`src/rtl/mv_select.sv`:
```
// mv_select: per-lane running minimum SAD and its motion vector over a raster-scanned search window.
module mv_select #(
  parameter int NUM_PU = 16,
  parameter int SAD_W  = 14,
  parameter int SR     = 32,
  parameter int MV_W   = 6
) (
  input  logic                     clk,
  input  logic                     rst_n,
  input  logic                     start,
  input  logic                     sad_valid,
  input  logic [NUM_PU*SAD_W-1:0]  sad_in,
  output logic [NUM_PU*SAD_W-1:0]  best_sad,
  output logic [NUM_PU*MV_W-1:0]   best_mvx,
  output logic [NUM_PU*MV_W-1:0]   best_mvy,
  output logic                     busy,
  output logic                     done
);
  localparam logic [MV_W-1:0] POS_MIN = MV_W'(-SR);
  localparam logic [MV_W-1:0] POS_MAX = MV_W'(SR - 1);
  typedef enum logic [1:0] {IDLE, SCAN, DONE} state_t;
  state_t state, state_nxt;
  logic [MV_W-1:0] pos_x, pos_y;
  logic beat, x_end, last, init;
  assign beat  = (state == SCAN) && sad_valid;
  assign x_end = pos_x == POS_MAX;
  assign last  = x_end && (pos_y == POS_MAX);
  assign init  = (state == IDLE) && start;
  always_ff @(posedge clk or negedge rst_n)
    if (!rst_n) state <= IDLE;
    else        state <= state_nxt;
  always_comb begin
    state_nxt = (state == IDLE) ? (start ? SCAN : IDLE) :
                (state == SCAN) ? ((beat && last) ? DONE : SCAN) : IDLE;
  end
  always_comb begin
    busy = state == SCAN;
    done = state == DONE;
  end
  // Raster position of the candidate that the next valid beat belongs to.
  always_ff @(posedge clk or negedge rst_n)
    if (!rst_n) begin
      pos_x <= POS_MIN;
      pos_y <= POS_MIN;
    end else if (init) begin
      pos_x <= POS_MIN;
      pos_y <= POS_MIN;
    end else if (beat) begin
      pos_x <= x_end ? POS_MIN : pos_x + 1'b1;
      if (x_end) pos_y <= last ? POS_MIN : pos_y + 1'b1;
    end
  for (genvar i = 0; i < NUM_PU; i++) begin : g_lane
    logic [SAD_W-1:0] sad_q, s;
    logic [MV_W-1:0]  mvx_q, mvy_q;
    logic             hit;
    assign s   = sad_in[i*SAD_W +: SAD_W];
    // Strict compare so ties keep the earlier raster position.
    assign hit = beat && (s < sad_q);
    always_ff @(posedge clk or negedge rst_n)
      if (!rst_n) begin
        sad_q <= '1;
        mvx_q <= '0;
        mvy_q <= '0;
      end else if (init) begin
        sad_q <= '1;
        mvx_q <= '0;
        mvy_q <= '0;
      end else if (hit) begin
        sad_q <= s;
        mvx_q <= pos_x;
        mvy_q <= pos_y;
      end
    assign best_sad[i*SAD_W +: SAD_W] = sad_q;
    assign best_mvx[i*MV_W +: MV_W]   = mvx_q;
    assign best_mvy[i*MV_W +: MV_W]   = mvy_q;
  end
endmodule

```
`config.mk`:
```
export PLATFORM = sky130hd
export DESIGN_NAME = mv_select
export DESIGN_NICKNAME = d
export VERILOG_FILES = /design/src/rtl/mv_select.sv
export SDC_FILE = /design/constraint.sdc
export NUM_CORES = 1
export LEC_CHECK = 0
export ABC_CLOCK_PERIOD_IN_PS = 2200
export CORE_AREA = 3 3 253 255
export DETAILED_ROUTE_END_ITERATION = 7
export DIE_AREA = 0 0 256 258
export DONT_BUFFER_PORTS = 1
export PLACE_DENSITY = 0.62
export SYNTH_ARGS = -nofsm -noshare
export SYNTH_HDL_FRONTEND = slang
export SYNTH_SLANG_ARGS = --single-unit
```
`constraint.sdc`:
```
create_clock -name clk -period 2.2 [get_ports clk]
set_input_delay 0.33 -clock clk [delete_from_list [all_inputs] [get_ports clk]]
set_output_delay 0.33 -clock clk [all_outputs]
set_load 0.05 [all_outputs]
```
==> impl_metrics.prom, run 1 <==
# TYPE chip_impl_metric gauge
chip_impl_metric{name="comb_power_share",unit=""} 0.485
chip_impl_metric{name="sequentialPowerShare",unit=""} 0.347
chip_impl_metric{name="fmaxAchievable",unit="MHz"} 458.2
chip_impl_metric{name="layout_min_cycle_time",unit="ps"} 2182
chip_impl_metric{name="routabilityCongestion",unit=""} 0.9251
chip_impl_metric{name="syn-cell-area",unit="µm²"} 23760
chip_impl_metric{name="p_sw",unit="W"} 0.02618
chip_impl_info{name="timing.critical_path.to_type",value="flip-flop"} 1
chip_impl_metric{name="dp.cells",unit=""} 3413
chip_impl_metric{name="slew-limit-headroom",unit=""} 0.2678
chip_impl_metric{name="share_clk_of_total_power",unit=""} 0.168
chip_impl_metric{name="post_route_cells_drive_above_1_share",unit=""} 0.2459
chip_impl_info{name="setup_repair_after_global_routing_missed_its_margin",value="yes"} 1
chip_impl_metric{name="stdcell_count",unit=""} 3741
chip_impl_metric{name="yosys-mux-area-fraction",unit=""} 0.1753
chip_impl_metric{name="synth_adder_area_share",unit=""} 0.1106
chip_impl_metric{name="finish.net_count",unit=""} 3301
chip_impl_metric{name="core-area",unit="µm²"} 61830
chip_impl_info{name="most_frequent_cells_in_the_layout",value="sky130_fd_sc_hd__inv_1, sky130_fd_sc_hd__mux2i_1, sky130_fd_sc_hd__nand2_1"} 1
chip_impl_metric{name="power_per_cell_area",unit="nW/µm²"} 1691
chip_impl_metric{name="clock_latency_on_the_worst_skew_pair",unit="ps"} 580
chip_impl_metric{name="detail_placement_hpwl",unit="mm"} 55.14
chip_impl_metric{name="grt_max_degree",unit=""} 431
chip_impl_metric{name="tightest_slew",unit="ps"} 1097
chip_impl_info{name="clock_tree_from_tritoncts",value="done"} 1
chip_impl_metric{name="smallest_hold_slack",unit="ps"} -541.9
chip_impl_metric{name="worst-path-max-fanout",unit=""} 16
chip_impl_info{name="timing.critical_path.slowest_stage_cell",value="sky130_fd_sc_hd__dfstp_2"} 1
chip_impl_metric{name="ys_ff_latch",unit=""} 430
chip_impl_metric{name="placement.setup.worst_slack",unit="ps"} 35.04
chip_impl_info{name="final_common_cell",value="sky130_fd_sc_hd__inv_1"} 1
chip_impl_info{name="startpoint_type",value="flip-flop"} 1
chip_impl_metric{name="post_synth.cell_area_avg",unit="µm²"} 9.913
chip_impl_metric{name="synth_simple_gate_area_share",unit=""} 0.1034
chip_impl_metric{name="area_enclosed_by_the_die_boundary",unit="µm²"} 66050
chip_impl_metric{name="cts_max_path_buffers",unit=""} 3
chip_impl_metric{name="grt_pass1_wl",unit="mm"} 122.4
chip_impl_metric{name="synth-compound-area-share",unit=""} 0.04913
chip_impl_metric{name="floorplan.io_pins",unit=""} 646
chip_impl_metric{name="timing.final.ws_setup",unit="ps"} 17.76
chip_impl_metric{name="drc",unit=""} 0
chip_impl_metric{name="vdd.ir_drop.worst",unit="mV"} 1.109
chip_impl_metric{name="via_count",unit=""} 19150
chip_impl_metric{name="synth_edf_count",unit=""} 0
chip_impl_metric{name="path_clk_slew",unit="ps"} 60
chip_impl_metric{name="die_boundary_width",unit="µm"} 256
chip_impl_info{name="path_cells",value="inv_1 -> ha_1 -> a21oi_1 -> o221ai_1 -> a311o_2 -> buf_12 -> mux2i_1"} 1
chip_impl_metric{name="synth-xor-area-share",unit=""} 0.001474
chip_impl_metric{name="postCtsHoldBufs",unit=""} 224
chip_impl_metric{name="cp_data_arrival_time",unit="ps"} 2590
chip_impl_info{name="outcome",value="finished, violations left"} 1
chip_impl_metric{name="grt_use_met2",unit=""} 0.4038
chip_impl_metric{name="layout_worst_path_cycle_share",unit=""} 0.9919
chip_impl_metric{name="synth.distinct_cells",unit=""} 39
chip_impl_metric{name="met1_usage",unit=""} 0.2659
chip_impl_metric{name="ys_seq_area_frac",unit=""} 0.4648
chip_impl_info{name="timing_worst_setup_path_type",value="reg -> reg"} 1
chip_impl_metric{name="placementRows",unit=""} 91
chip_impl_metric{name="die_h",unit="µm"} 258
chip_impl_metric{name="cts_buffer_count",unit=""} 49
chip_impl_metric{name="drt.antenna.violating_nets",unit=""} 0
chip_impl_metric{name="count_of_inserted_antenna_diode_cells",unit=""} 0
chip_impl_metric{name="worst_clock_skew",unit="ps"} 17.04
chip_impl_metric{name="wire_per_inst",unit="µm"} 21.92
chip_impl_metric{name="cap_viol_max_count",unit=""} 0
chip_impl_metric{name="netlist_instances",unit=""} 2397
chip_impl_metric{name="yosys_warnings",unit=""} 0
chip_impl_metric{name="slew_violations",unit=""} 0
chip_impl_metric{name="setup_viol_count_final",unit=""} 0
chip_impl_metric{name="leakage",unit="nW"} 17.31
chip_impl_metric{name="cp_data_required_time",unit="ps"} 2600
chip_impl_metric{name="clock_sinks",unit=""} 430
chip_impl_metric{name="port_buffers",unit=""} 0
chip_impl_metric{name="ys_async_sr_fraction",unit=""} 1.000
chip_impl_metric{name="global_route.usage.total",unit=""} 0.2376
chip_impl_info{name="failed_checks",value="hold timing"} 1
chip_impl_metric{name="finalHoldViolations",unit=""} 331
chip_impl_metric{name="swShare",unit=""} 0.4901
chip_impl_metric{name="floorplan.initialDensity",unit=""} 0.3843
chip_impl_metric{name="drt_iter0_markers",unit=""} 1028
chip_impl_metric{name="grt_antenna_before_repair",unit=""} 0
chip_impl_info{name="synth_flop_cell",value="sky130_fd_sc_hd__dfstp_2"} 1
chip_impl_metric{name="internal_power_consumption",unit="W"} 0.02725
chip_impl_info{name="grt_most_used_layer",value="met2"} 1
chip_impl_info{name="main_combinational_cell_family_by_area_after_synthesis",value="multiplexers"} 1
chip_impl_metric{name="globalRoute.totalOverflow",unit=""} 0
chip_impl_metric{name="via_count_of_the_first_global_routing_pass",unit=""} 20240
chip_impl_metric{name="crit_path_max_incr_delay",unit="ps"} 530
chip_impl_metric{name="grt_use_met3",unit=""} 0.09003
chip_impl_metric{name="number_of_inserted_filler_cells_in_the_final_layout",unit=""} 5366
chip_impl_metric{name="synth.net_count",unit=""} 2835
chip_impl_info{name="hold_class",value="in -> async"} 1
chip_impl_metric{name="dr.pass1.iters",unit=""} 5
chip_impl_info{name="cts_root_buffer",value="sky130_fd_sc_hd__clkbuf_16"} 1
chip_impl_metric{name="via_per_inst",unit=""} 5.119
chip_impl_metric{name="syn2layout_area_growth",unit="%"} 32.94
chip_impl_metric{name="wl",unit="mm"} 82.01
chip_impl_metric{name="htree_levels",unit=""} 2
-- cell type report --
type,count,area [µm²],area share
timing repair buffer,524,5015,0.1588
tap,837,1047,0.03315
sequential,430,11040,0.3496
clock buffer,71,1491,0.04722
clock inverter,21,295.3,0.009348
inverter,446,1674,0.05300
multi-input combinational,1412,11020,0.3489
-- cell usage after synthesis, drive strengths merged (2+ instances only) --
library cell | instances | share of area
inv | 440 | 0.070
clkinv | 6 | 0.00095
ha | 210 | 0.11
a21oi | 103 | 0.022
o211ai | 8 | 0.0025
and2 | 8 | 0.0021
xnor2 | 4 | 0.0015
buf | 54 | 0.016
nor2 | 252 | 0.040
nand2b | 17 | 0.0045
dfrtp | 204 | 0.21
o311ai | 3 | 0.0011
nand4 | 26 | 0.0068
clkbuf | 55 | 0.0087
dfstp | 226 | 0.25
o21ai | 13 | 0.0027
a211oi | 7 | 0.0024
nor3 | 5 | 0.0011
or3 | 2 | 0.00053
nand3 | 8 | 0.0017
a21o | 8 | 0.0025
a221o | 7 | 0.0029
nor2b | 5 | 0.0013
o221a | 2 | 0.00095
and3 | 9 | 0.0024
a2111oi | 2 | 0.0013
mux2i | 416 | 0.18
a311o | 7 | 0.0029
nand2 | 266 | 0.042
o221ai | 21 | 0.0077
-- power groups by stage --
stage               sequential, W  clock [W]  combinational (W)
global route               0.0189    0.00954             0.0278
CTS                        0.0185    0.00920             0.0251
global placement           0.0185          0             0.0240
floorplan                  0.0261          0             0.0101
detailed placement         0.0186          0             0.0247
finish                     0.0185    0.00900             0.0259
-- registers in the layout (all words and copies together), names as in the netlist --
register,count
g_lane.mvy_q,96
g_lane.sad_q,224
pos_y,6
pos_x,6
state,2
g_lane.mvx_q,96
-- final timing paths --
check	to	slack [ps]	depth (start not counted)	from
worst max-delay path	g_lane[9].mvy_q[5]	20	7	g_lane[9].sad_q[5]
worst min-delay path	g_lane[2].mvx_q[1]	-540	0	rst_n
worst max register to register	g_lane[9].mvy_q[5]	20	7	g_lane[9].sad_q[5]
worst min register to register	pos_y[1]	560	2	pos_y[1]
max in group asynchronous	g_lane[11].mvx_q[5]	1870	0	rst_n
min in group clk	pos_x[5]	130	3	start
-- per-layer routing --
layer / part of all wire / vias up
met5: 0 / -
met4: 0.052 / 0
met3: 0.096 / 234
met2: 0.48 / 783
met1: 0.37 / 9447
li1: - / 8685
-- critical path, delay by kind of cell (launching register included) --
kind | cells | cell delay [ps]
compound gates | 3 | 810
flops | 1 | 530
fa+ha+maj | 1 | 300
buf+inv | 2 | 220
mux | 1 | 130
-- logic make-up after synthesis --
| family | count (synthesis) |
|---|---|
| and+or+nand+nor | 600 |
| buffers and inverters | 555 |
| DFF | 430 |
| muxes | 416 |
| adders and majority gates | 210 |
| AOI/OAI and AO/OA | 182 |
| xor gates and xnor gates | 4 |
-- timing repair --
item,CTS,global route
hold endpoints to repair,654,430
cloned,0,10
gates resized for setup,1,45
setup buffers,0,3
setup endpoints to repair,1,133
pin swaps,0,17
-- per-stage QoR --
step	util	setup TNS, ps	instance area [µm²]	power (W)
2_1_floorplan	-	-2296	24330	0.03616
3_3_place_gp	0.4381	0	27080	0.04247
3_5_place_dp	0.4381	0	27080	0.04326
4_1_cts	0.5033	0	31110	0.05281
5_1_grt	0.5109	-591.4	31590	0.05627
6_report	0.5109	0	31590	0.05343
No activity file was read; power rests on OpenSTA's default activity.
==> run 2: changes to the inputs <==
--- a/config.mk
+++ b/config.mk
@@ -6,10 +6,12 @@
 export NUM_CORES = 1
 export LEC_CHECK = 0
 export ABC_CLOCK_PERIOD_IN_PS = 2200
+export CAP_MARGIN = 40
 export CORE_AREA = 3 3 253 255
 export DETAILED_ROUTE_END_ITERATION = 7
 export DIE_AREA = 0 0 256 258
 export DONT_BUFFER_PORTS = 1
+export MAX_ROUTING_LAYER = met4
 export PLACE_DENSITY = 0.62
 export SYNTH_ARGS = -nofsm -noshare
 export SYNTH_HDL_FRONTEND = slang
==> run 2 against run 1 <==
Net effect: the flow still finishes with violations (hold timing); first-iteration DRC count up 0.68%; total power hardly changed; worst setup slack better by 24 ps; via count is 0.48% lower; combinational power decreased by 2%; count of clock-buffer cells in the layout down 5; utilization decreased by 0.23 points; global-route usage grew 0.84 points; critical endpoint is now g_lane[8].mvy_q[0].
==> impl_metrics.prom, run 2 (synthesized netlist as in run 1, its figures left out) <==
# TYPE chip_impl_metric gauge
chip_impl_metric{name="layout_min_cycle_time",unit="ps"} 2158
chip_impl_metric{name="port_buffers",unit=""} 0
chip_impl_metric{name="finalHoldViolations",unit=""} 409
chip_impl_info{name="timing_worst_setup_path_type",value="reg -> reg"} 1
chip_impl_metric{name="cts_buffer_count",unit=""} 51
chip_impl_metric{name="wl",unit="mm"} 80.95
chip_impl_metric{name="count_of_inserted_antenna_diode_cells",unit=""} 0
chip_impl_metric{name="clock_latency_on_the_worst_skew_pair",unit="ps"} 580
chip_impl_metric{name="slew_violations",unit=""} 0
chip_impl_metric{name="syn2layout_area_growth",unit="%"} 32.35
chip_impl_info{name="outcome",value="finished, violations left"} 1
chip_impl_info{name="final_common_cell",value="sky130_fd_sc_hd__inv_1"} 1
chip_impl_info{name="setup_repair_after_global_routing_missed_its_margin",value="yes"} 1
chip_impl_metric{name="detail_placement_hpwl",unit="mm"} 55.22
chip_impl_metric{name="cap_viol_max_count",unit=""} 0
chip_impl_metric{name="dr.pass1.iters",unit=""} 5
chip_impl_metric{name="htree_levels",unit=""} 2
chip_impl_metric{name="power_per_cell_area",unit="nW/µm²"} 1699
chip_impl_metric{name="path_clk_slew",unit="ps"} 70
chip_impl_info{name="timing.critical_path.to_type",value="flip-flop"} 1
chip_impl_metric{name="area_enclosed_by_the_die_boundary",unit="µm²"} 66050
chip_impl_metric{name="finish.net_count",unit=""} 3301
chip_impl_metric{name="grt_max_degree",unit=""} 431
chip_impl_metric{name="via_per_inst",unit=""} 5.093
chip_impl_metric{name="die_h",unit="µm"} 258
chip_impl_metric{name="tightest_slew",unit="ps"} 752.6
chip_impl_metric{name="largest_register_ffs",unit=""} 224
chip_impl_info{name="startpoint_type",value="flip-flop"} 1
chip_impl_metric{name="routabilityCongestion",unit=""} 0.9554
chip_impl_metric{name="drt_iter0_markers",unit=""} 1035
chip_impl_metric{name="core-area",unit="µm²"} 61830
chip_impl_metric{name="post-layout-total-power",unit="W"} 0.05342
chip_impl_metric{name="cp_data_arrival_time",unit="ps"} 2590
chip_impl_metric{name="clock_sinks",unit=""} 430
chip_impl_metric{name="post_route_cells_drive_above_1_share",unit=""} 0.2368
chip_impl_metric{name="setup_tns",unit="ps"} 0
chip_impl_info{name="clock_tree_from_tritoncts",value="done"} 1
chip_impl_metric{name="worst-path-max-fanout",unit=""} 5
chip_impl_metric{name="floorplan.initialDensity",unit=""} 0.3843
chip_impl_metric{name="global_route.usage.total",unit=""} 0.2460
chip_impl_info{name="biggestRegsByFlops",value="g_lane.sad_q: 224 flops, g_lane.mvx_q: 96 flops, g_lane.mvy_q: 96 flops"} 1
chip_impl_metric{name="die_boundary_width",unit="µm"} 256
chip_impl_metric{name="placed_area",unit="µm²"} 27130
chip_impl_metric{name="grt_pass1_wl",unit="mm"} 122.2
chip_impl_metric{name="drc",unit=""} 0
chip_impl_info{name="cts_root_buffer",value="sky130_fd_sc_hd__clkbuf_16"} 1
chip_impl_metric{name="vdd.ir_drop.worst",unit="mV"} 1.008
chip_impl_metric{name="floorplan.io_pins",unit=""} 646
chip_impl_metric{name="reg2reg_slack",unit="ps"} 40
chip_impl_metric{name="smallest_hold_slack",unit="ps"} -543.3
chip_impl_metric{name="wire_per_inst",unit="µm"} 21.63
chip_impl_info{name="failed_checks",value="hold timing"} 1
chip_impl_metric{name="met2WireLength",unit="mm"} 38.92
chip_impl_metric{name="drt.antenna.violating_nets",unit=""} 0
chip_impl_info{name="largest_register",value="g_lane.sad_q"} 1
chip_impl_metric{name="worst_clock_skew",unit="ps"} 19.45
chip_impl_metric{name="route.layer.met1.wl",unit="mm"} 31.25
chip_impl_info{name="hold_class",value="in -> async"} 1
chip_impl_metric{name="postCtsHoldBufs",unit=""} 225
chip_impl_metric{name="cts_max_path_buffers",unit=""} 3
chip_impl_metric{name="cp_data_required_time",unit="ps"} 2630
chip_impl_metric{name="met3RoutedLength",unit="mm"} 6.980
chip_impl_metric{name="via_count_of_the_first_global_routing_pass",unit=""} 20290
chip_impl_metric{name="fmaxAchievable",unit="MHz"} 463.4
chip_impl_metric{name="grt_antenna_before_repair",unit=""} 1
chip_impl_metric{name="leakage",unit="nW"} 17.31
chip_impl_metric{name="slew-limit-headroom",unit=""} 0.4983
chip_impl_info{name="most_frequent_cells_in_the_layout",value="sky130_fd_sc_hd__inv_1, sky130_fd_sc_hd__mux2i_1, sky130_fd_sc_hd__nand2_1"} 1
chip_impl_info{name="max_layer_used",value="met4"} 1
chip_impl_metric{name="finish.utilization",unit=""} 0.5087
chip_impl_metric{name="final_design_area_no_fill",unit="µm²"} 31450
chip_impl_metric{name="layout_worst_path_cycle_share",unit=""} 0.9808
chip_impl_metric{name="via_count",unit=""} 19060
chip_impl_metric{name="globalRoute.totalOverflow",unit=""} 0
chip_impl_metric{name="placementRows",unit=""} 91
chip_impl_metric{name="setup_viol_count_final",unit=""} 0
## run 2: what timing repair did
| action | in CTS | in global routing |
|---|---|---|
| endpoints found under the hold margin | 655 | 430 |
| setup buffers | 0 | 1 |
| resized for setup | 1 | 21 |
| pin swaps | 0 | 9 |
| cloned | 0 | 4 |
| endpoints found under the setup margin | 1 | 123 |
## run 2: worst max-delay path, stage by stage (launching register included)
cell                        delay [ps]
sky130_fd_sc_hd__dfstp_2           540
sky130_fd_sc_hd__inv_2              40
sky130_fd_sc_hd__ha_4              210
sky130_fd_sc_hd__a21oi_2           140
sky130_fd_sc_hd__nor2b_2            70
sky130_fd_sc_hd__a2111oi_4         370
sky130_fd_sc_hd__o311ai_4          170
sky130_fd_sc_hd__buf_12            180
sky130_fd_sc_hd__clkbuf_16         170
sky130_fd_sc_hd__mux2i_1           120
## run 2: layout make-up
| type | instances | area [µm²] |
|---|---|---|
| clock inverters | 29 | 444.2 |
| well taps | 837 | 1047 |
| fillers | 5415 | 30380 |
| multi-input cells | 1412 | 10880 |
| inverters | 446 | 1674 |
| repair buffers | 522 | 4913 |
| flip-flops and latches | 430 | 11040 |
| clock buffers | 66 | 1445 |
## run 2: worst paths after layout
| path | startpoint | endpoint | cells after the start |
|---|---|---|---|
| max reg2reg | g_lane[8].sad_q[12] | g_lane[8].mvy_q[0] | 9 |
| min | rst_n | g_lane[1].mvy_q[5] | 0 |
| min reg2reg | pos_y[0] | pos_y[0] | 2 |
| min in group clk | sad_valid | pos_x[1] | 4 |
| max | g_lane[8].sad_q[12] | g_lane[8].mvy_q[0] | 9 |
| max in group asynchronous | rst_n | g_lane[11].mvy_q[1] | 0 |
## run 2: where the power goes
part           leakage [nW]  switching, W  total [W]  internal [W]
Sequential             5.02       0.00609     0.0185        0.0125
Combinational          11.4        0.0164     0.0254       0.00900
Clock                 0.919       0.00354    0.00946       0.00593
## run 2: routing by layer
layer,vias up,track usage
li1,8702,-
met1,9434,0.2739
met2,702,0.4068
met3,219,0.08042
met4,0,0.1047
met5,-,-
## run 2: through the flow
| stage | setup slack, ps | hold slack [ps] | std cells |
|---|---|---|---|
| 2_1_floorplan | -62.94 | 34.41 | 2397 |
| 3_3_place_gp | 79.24 | 47.20 | 3415 |
| 3_5_place_dp | 30.35 | 46.43 | 3417 |
| 4_1_cts | 25.13 | -580.6 | 3737 |
| 5_1_grt | -33.03 | -584.8 | 3742 |
| 6_report | 42.16 | -543.3 | 3742 |
==> run 3: changes to the inputs <==
--- a/config.mk
+++ b/config.mk
@@ -5,14 +5,15 @@
 export SDC_FILE = /design/constraint.sdc
 export NUM_CORES = 1
 export LEC_CHECK = 0
-export ABC_CLOCK_PERIOD_IN_PS = 2200
+export ABC_AREA = 0
+export ABC_CLOCK_PERIOD_IN_PS = 2400
 export CAP_MARGIN = 40
 export CORE_AREA = 3 3 253 255
 export DETAILED_ROUTE_END_ITERATION = 7
 export DIE_AREA = 0 0 256 258
 export DONT_BUFFER_PORTS = 1
 export MAX_ROUTING_LAYER = met4
-export PLACE_DENSITY = 0.62
+export PLACE_DENSITY = 0.6
 export SYNTH_ARGS = -nofsm -noshare
 export SYNTH_HDL_FRONTEND = slang
 export SYNTH_SLANG_ARGS = --single-unit
==> constraint.sdc (replaced) <==
create_clock -name clk -period 2.4 [get_ports clk]
set_input_delay 0.36 -clock clk [delete_from_list [all_inputs] [get_ports clk]]
set_output_delay 0.36 -clock clk [all_outputs]
set_load 0.05 [all_outputs]
==> run 3 against run 2 <==
Net effect: the flow finishes with violations (hold timing, slew limit); non-clock buffer count shrank 12; global-route usage shrank 0.11 points; worst hold slack gained 64 ps; clock power shrank 15%; first-iteration DRC count shrank 2.0%; combinational power shrank 12%; utilization shrank 1.4 points; maximum frequency shrank 6.3%; via count shrank 1.5%; count of clock-buffer cells in the layout grew 4; critical path depth shrank 2; sequential cell count is the same; critical endpoint is now g_lane[6].mvx_q[1].
==> impl_metrics.prom, run 3 (synthesized netlist as in run 1, its figures left out) <==
# TYPE chip_impl_metric gauge
chip_impl_info{name="outcome",value="finished, violations left"} 1
chip_impl_info{name="failed_checks",value="hold timing, slew limit"} 1
chip_impl_info{name="startpoint_type",value="flip-flop"} 1
chip_impl_metric{name="grt_max_degree",unit=""} 431
chip_impl_metric{name="floorplan.io_pins",unit=""} 646
chip_impl_metric{name="worst-path-max-fanout",unit=""} 19
chip_impl_metric{name="globalRoute.totalOverflow",unit=""} 0
chip_impl_metric{name="cts_resized",unit=""} 0
chip_impl_metric{name="leakage",unit="nW"} 17.12
chip_impl_info{name="regToRegEndpoint",value="g_lane[6].mvx_q[1]"} 1
chip_impl_metric{name="core-area",unit="µm²"} 61830
chip_impl_metric{name="global_route.usage.total",unit=""} 0.2449
chip_impl_metric{name="smallest_hold_slack",unit="ps"} -479.6
chip_impl_metric{name="cts_buffer_count",unit=""} 50
chip_impl_metric{name="r2r_cells",unit=""} 7
chip_impl_metric{name="post-layout-total-power",unit="W"} 0.04745
chip_impl_metric{name="floorplan.initialDensity",unit=""} 0.3843
chip_impl_info{name="setup_repair_after_global_routing_missed_its_margin",value="no"} 1
chip_impl_metric{name="die_boundary_width",unit="µm"} 256
chip_impl_metric{name="cap_viol_max_count",unit=""} 0
chip_impl_info{name="grt_most_used_layer",value="met2"} 1
chip_impl_metric{name="path_clk_slew",unit="ps"} 60
chip_impl_metric{name="layout_worst_path_cycle_share",unit=""} 0.9596
chip_impl_metric{name="clock_sinks",unit=""} 430
chip_impl_metric{name="clock_latency_on_the_worst_skew_pair",unit="ps"} 580
chip_impl_metric{name="tightest_slew",unit="ps"} 2101
chip_impl_metric{name="cp_data_arrival_time",unit="ps"} 2720
chip_impl_info{name="biggestRegsByFlops",value="g_lane.sad_q: 224 flops, g_lane.mvx_q: 96 flops, g_lane.mvy_q: 96 flops"} 1
chip_impl_metric{name="grt_pass1_wl",unit="mm"} 121.4
chip_impl_metric{name="finalHoldViolations",unit=""} 257
chip_impl_info{name="clock_tree_from_tritoncts",value="done"} 1
chip_impl_metric{name="slew_violations",unit=""} 202
chip_impl_metric{name="slew-limit-headroom",unit=""} -0.4009
chip_impl_metric{name="grt_antenna_before_repair",unit=""} 0
chip_impl_metric{name="via_count",unit=""} 18780
chip_impl_metric{name="crit_path_max_incr_delay",unit="ps"} 530
chip_impl_metric{name="number_of_inserted_filler_cells_in_the_final_layout",unit=""} 5513
chip_impl_metric{name="drc",unit=""} 0
chip_impl_metric{name="largest_register_ffs",unit=""} 224
chip_impl_metric{name="dr.pass1.iters",unit=""} 5
chip_impl_metric{name="area_enclosed_by_the_die_boundary",unit="µm²"} 66050
chip_impl_metric{name="wl",unit="mm"} 80.10
chip_impl_metric{name="worst_clock_skew",unit="ps"} 13.91
chip_impl_metric{name="port_buffers",unit=""} 0
chip_impl_info{name="largest_register",value="g_lane.sad_q"} 1
chip_impl_metric{name="detail_placement_hpwl",unit="mm"} 56.58
chip_impl_metric{name="setup_tns",unit="ps"} 0
chip_impl_metric{name="grt_use_met3",unit=""} 0.08091
chip_impl_metric{name="via_per_inst",unit=""} 5.034
chip_impl_metric{name="cp_data_required_time",unit="ps"} 2820
chip_impl_info{name="endpoint",value="g_lane[6].mvx_q[1]"} 1
chip_impl_metric{name="postCtsHoldBufs",unit=""} 224
chip_impl_metric{name="fmaxAchievable",unit="MHz"} 434.2
chip_impl_metric{name="finish.net_count",unit=""} 3288
chip_impl_metric{name="grt_use_met2",unit=""} 0.4085
chip_impl_metric{name="met1_usage",unit=""} 0.2684
chip_impl_metric{name="vdd.ir_drop.worst",unit="mV"} 0.8576
chip_impl_metric{name="post_route_cells_drive_above_1_share",unit=""} 0.2137
chip_impl_info{name="regToRegStartpoint",value="g_lane[6].sad_q[13]"} 1
chip_impl_metric{name="stdcell_count",unit=""} 3730
chip_impl_info{name="cts_root_buffer",value="sky130_fd_sc_hd__clkbuf_16"} 1
chip_impl_metric{name="syn2layout_area_growth",unit="%"} 28.64
chip_impl_metric{name="layout_min_cycle_time",unit="ps"} 2303
chip_impl_info{name="hold_class",value="in -> async"} 1
chip_impl_metric{name="drt.antenna.violating_nets",unit=""} 0
chip_impl_info{name="timing.critical_path.to_type",value="flip-flop"} 1
chip_impl_metric{name="timing.final.ws_setup",unit="ps"} 96.98
chip_impl_info{name="timing_worst_setup_path_type",value="reg -> reg"} 1
chip_impl_metric{name="drt_iter0_markers",unit=""} 1014
chip_impl_metric{name="wire_per_inst",unit="µm"} 21.48
chip_impl_metric{name="die_h",unit="µm"} 258
chip_impl_info{name="path_cells",value="inv_1 -> ha_1 -> a211oi_1 -> o221ai_1 -> a221o_2 -> buf_12 -> mux2i_1"} 1
chip_impl_metric{name="setup_viol_count_final",unit=""} 0
chip_impl_metric{name="cts_max_path_buffers",unit=""} 3
chip_impl_metric{name="placementRows",unit=""} 91
chip_impl_metric{name="via_count_of_the_first_global_routing_pass",unit=""} 19900
chip_impl_info{name="most_frequent_cells_in_the_layout",value="sky130_fd_sc_hd__inv_1, sky130_fd_sc_hd__mux2i_1, sky130_fd_sc_hd__buf_4"} 1
chip_impl_metric{name="placement.setup.worst_slack",unit="ps"} 149.2
chip_impl_info{name="timing.critical_path.slowest_stage_cell",value="sky130_fd_sc_hd__dfstp_2"} 1
chip_impl_metric{name="htree_levels",unit=""} 2
chip_impl_metric{name="dp.cells",unit=""} 3411
chip_impl_metric{name="routabilityCongestion",unit=""} 0.9691
chip_impl_info{name="final_common_cell",value="sky130_fd_sc_hd__inv_1"} 1
chip_impl_metric{name="reg2reg_slack",unit="ps"} 100
chip_impl_info{name="critPathLaunch",value="g_lane[6].sad_q[13]"} 1
chip_impl_metric{name="power_per_cell_area",unit="nW/µm²"} 1553
-- run 3: changes by cell type in the layout (fill, tap and decap cells not counted), moves of 5 or more --
cell                        change
sky130_fd_sc_hd__inv_1         +20
sky130_fd_sc_hd__inv_2         -20
sky130_fd_sc_hd__buf_12        -17
sky130_fd_sc_hd__mux2i_2        -5
sky130_fd_sc_hd__buf_4         +15
sky130_fd_sc_hd__ha_1          +24
sky130_fd_sc_hd__mux2i_1        +5
sky130_fd_sc_hd__buf_6          -7
sky130_fd_sc_hd__clkbuf_16      -5
sky130_fd_sc_hd__bufinv_16      -5
sky130_fd_sc_hd__ha_4          -24
-- run 3: worst min-delay path by stage --
stage               startpoint            endpoint  slack [ps]
CTS                      rst_n  g_lane[4].mvx_q[2]        -560
global route             rst_n  g_lane[4].mvx_q[2]        -560
global placement         rst_n  g_lane[4].mvx_q[2]          80
floorplan                rst_n  g_lane[0].mvx_q[0]          60
detailed placement       rst_n  g_lane[4].mvx_q[2]          80
finish                   rst_n  g_lane[4].mvx_q[2]        -480
-- run 3: power by group --
| part | switching (W) | leakage (nW) | internal (W) |
|---|---|---|---|
| Sequential | 0.00573 | 5.02 | 0.0114 |
| Combinational | 0.0146 | 11.2 | 0.00766 |
| Clock | 0.00320 | 0.851 | 0.00481 |
-- run 3: through the flow --
stage                 util  cell area, µm²
detailed placement  0.4302           26590
global route        0.4943           30560
global placement    0.4297           26570
CTS                 0.4943           30560
finish              0.4944           30570
floorplan                -           23760
-- run 3: repair_timing --
action                                  4_1_cts  5_1_grt
hold endpoints to repair                    654      430
endpoints found under the setup margin        0        0
buffers inserted                              0        0
-- run 3: worst max-delay path: cells and delay by family, from the launching register on --
kind | cells | cell delay, ps
flops | 1 | 530
mux | 1 | 130
fa+ha+maj | 1 | 300
buf+inv | 2 | 270
compound gates | 3 | 920
-- run 3: cell type report --
type / instances / area, µm² / share of cell area
Inverter: 446 / 1674 / 0.05477
Antenna cell: 1 / 2.502 / 0.00008187
Tap cell: 837 / 1047 / 0.03426
Multi-Input combinational cell: 1412 / 10510 / 0.3439
Clock inverter: 24 / 300.3 / 0.009824
Timing Repair Buffer: 510 / 4559 / 0.1492
Sequential cell: 430 / 11040 / 0.3613
Clock buffer: 70 / 1426 / 0.04667
-- run 3: routing by layer --
metal | vias to the layer above | share of wire
met5 | - | 0
met4 | 0 | 0.046
met3 | 204 | 0.092
met2 | 707 | 0.48
met1 | 9191 | 0.38
li1 | 8675 | -
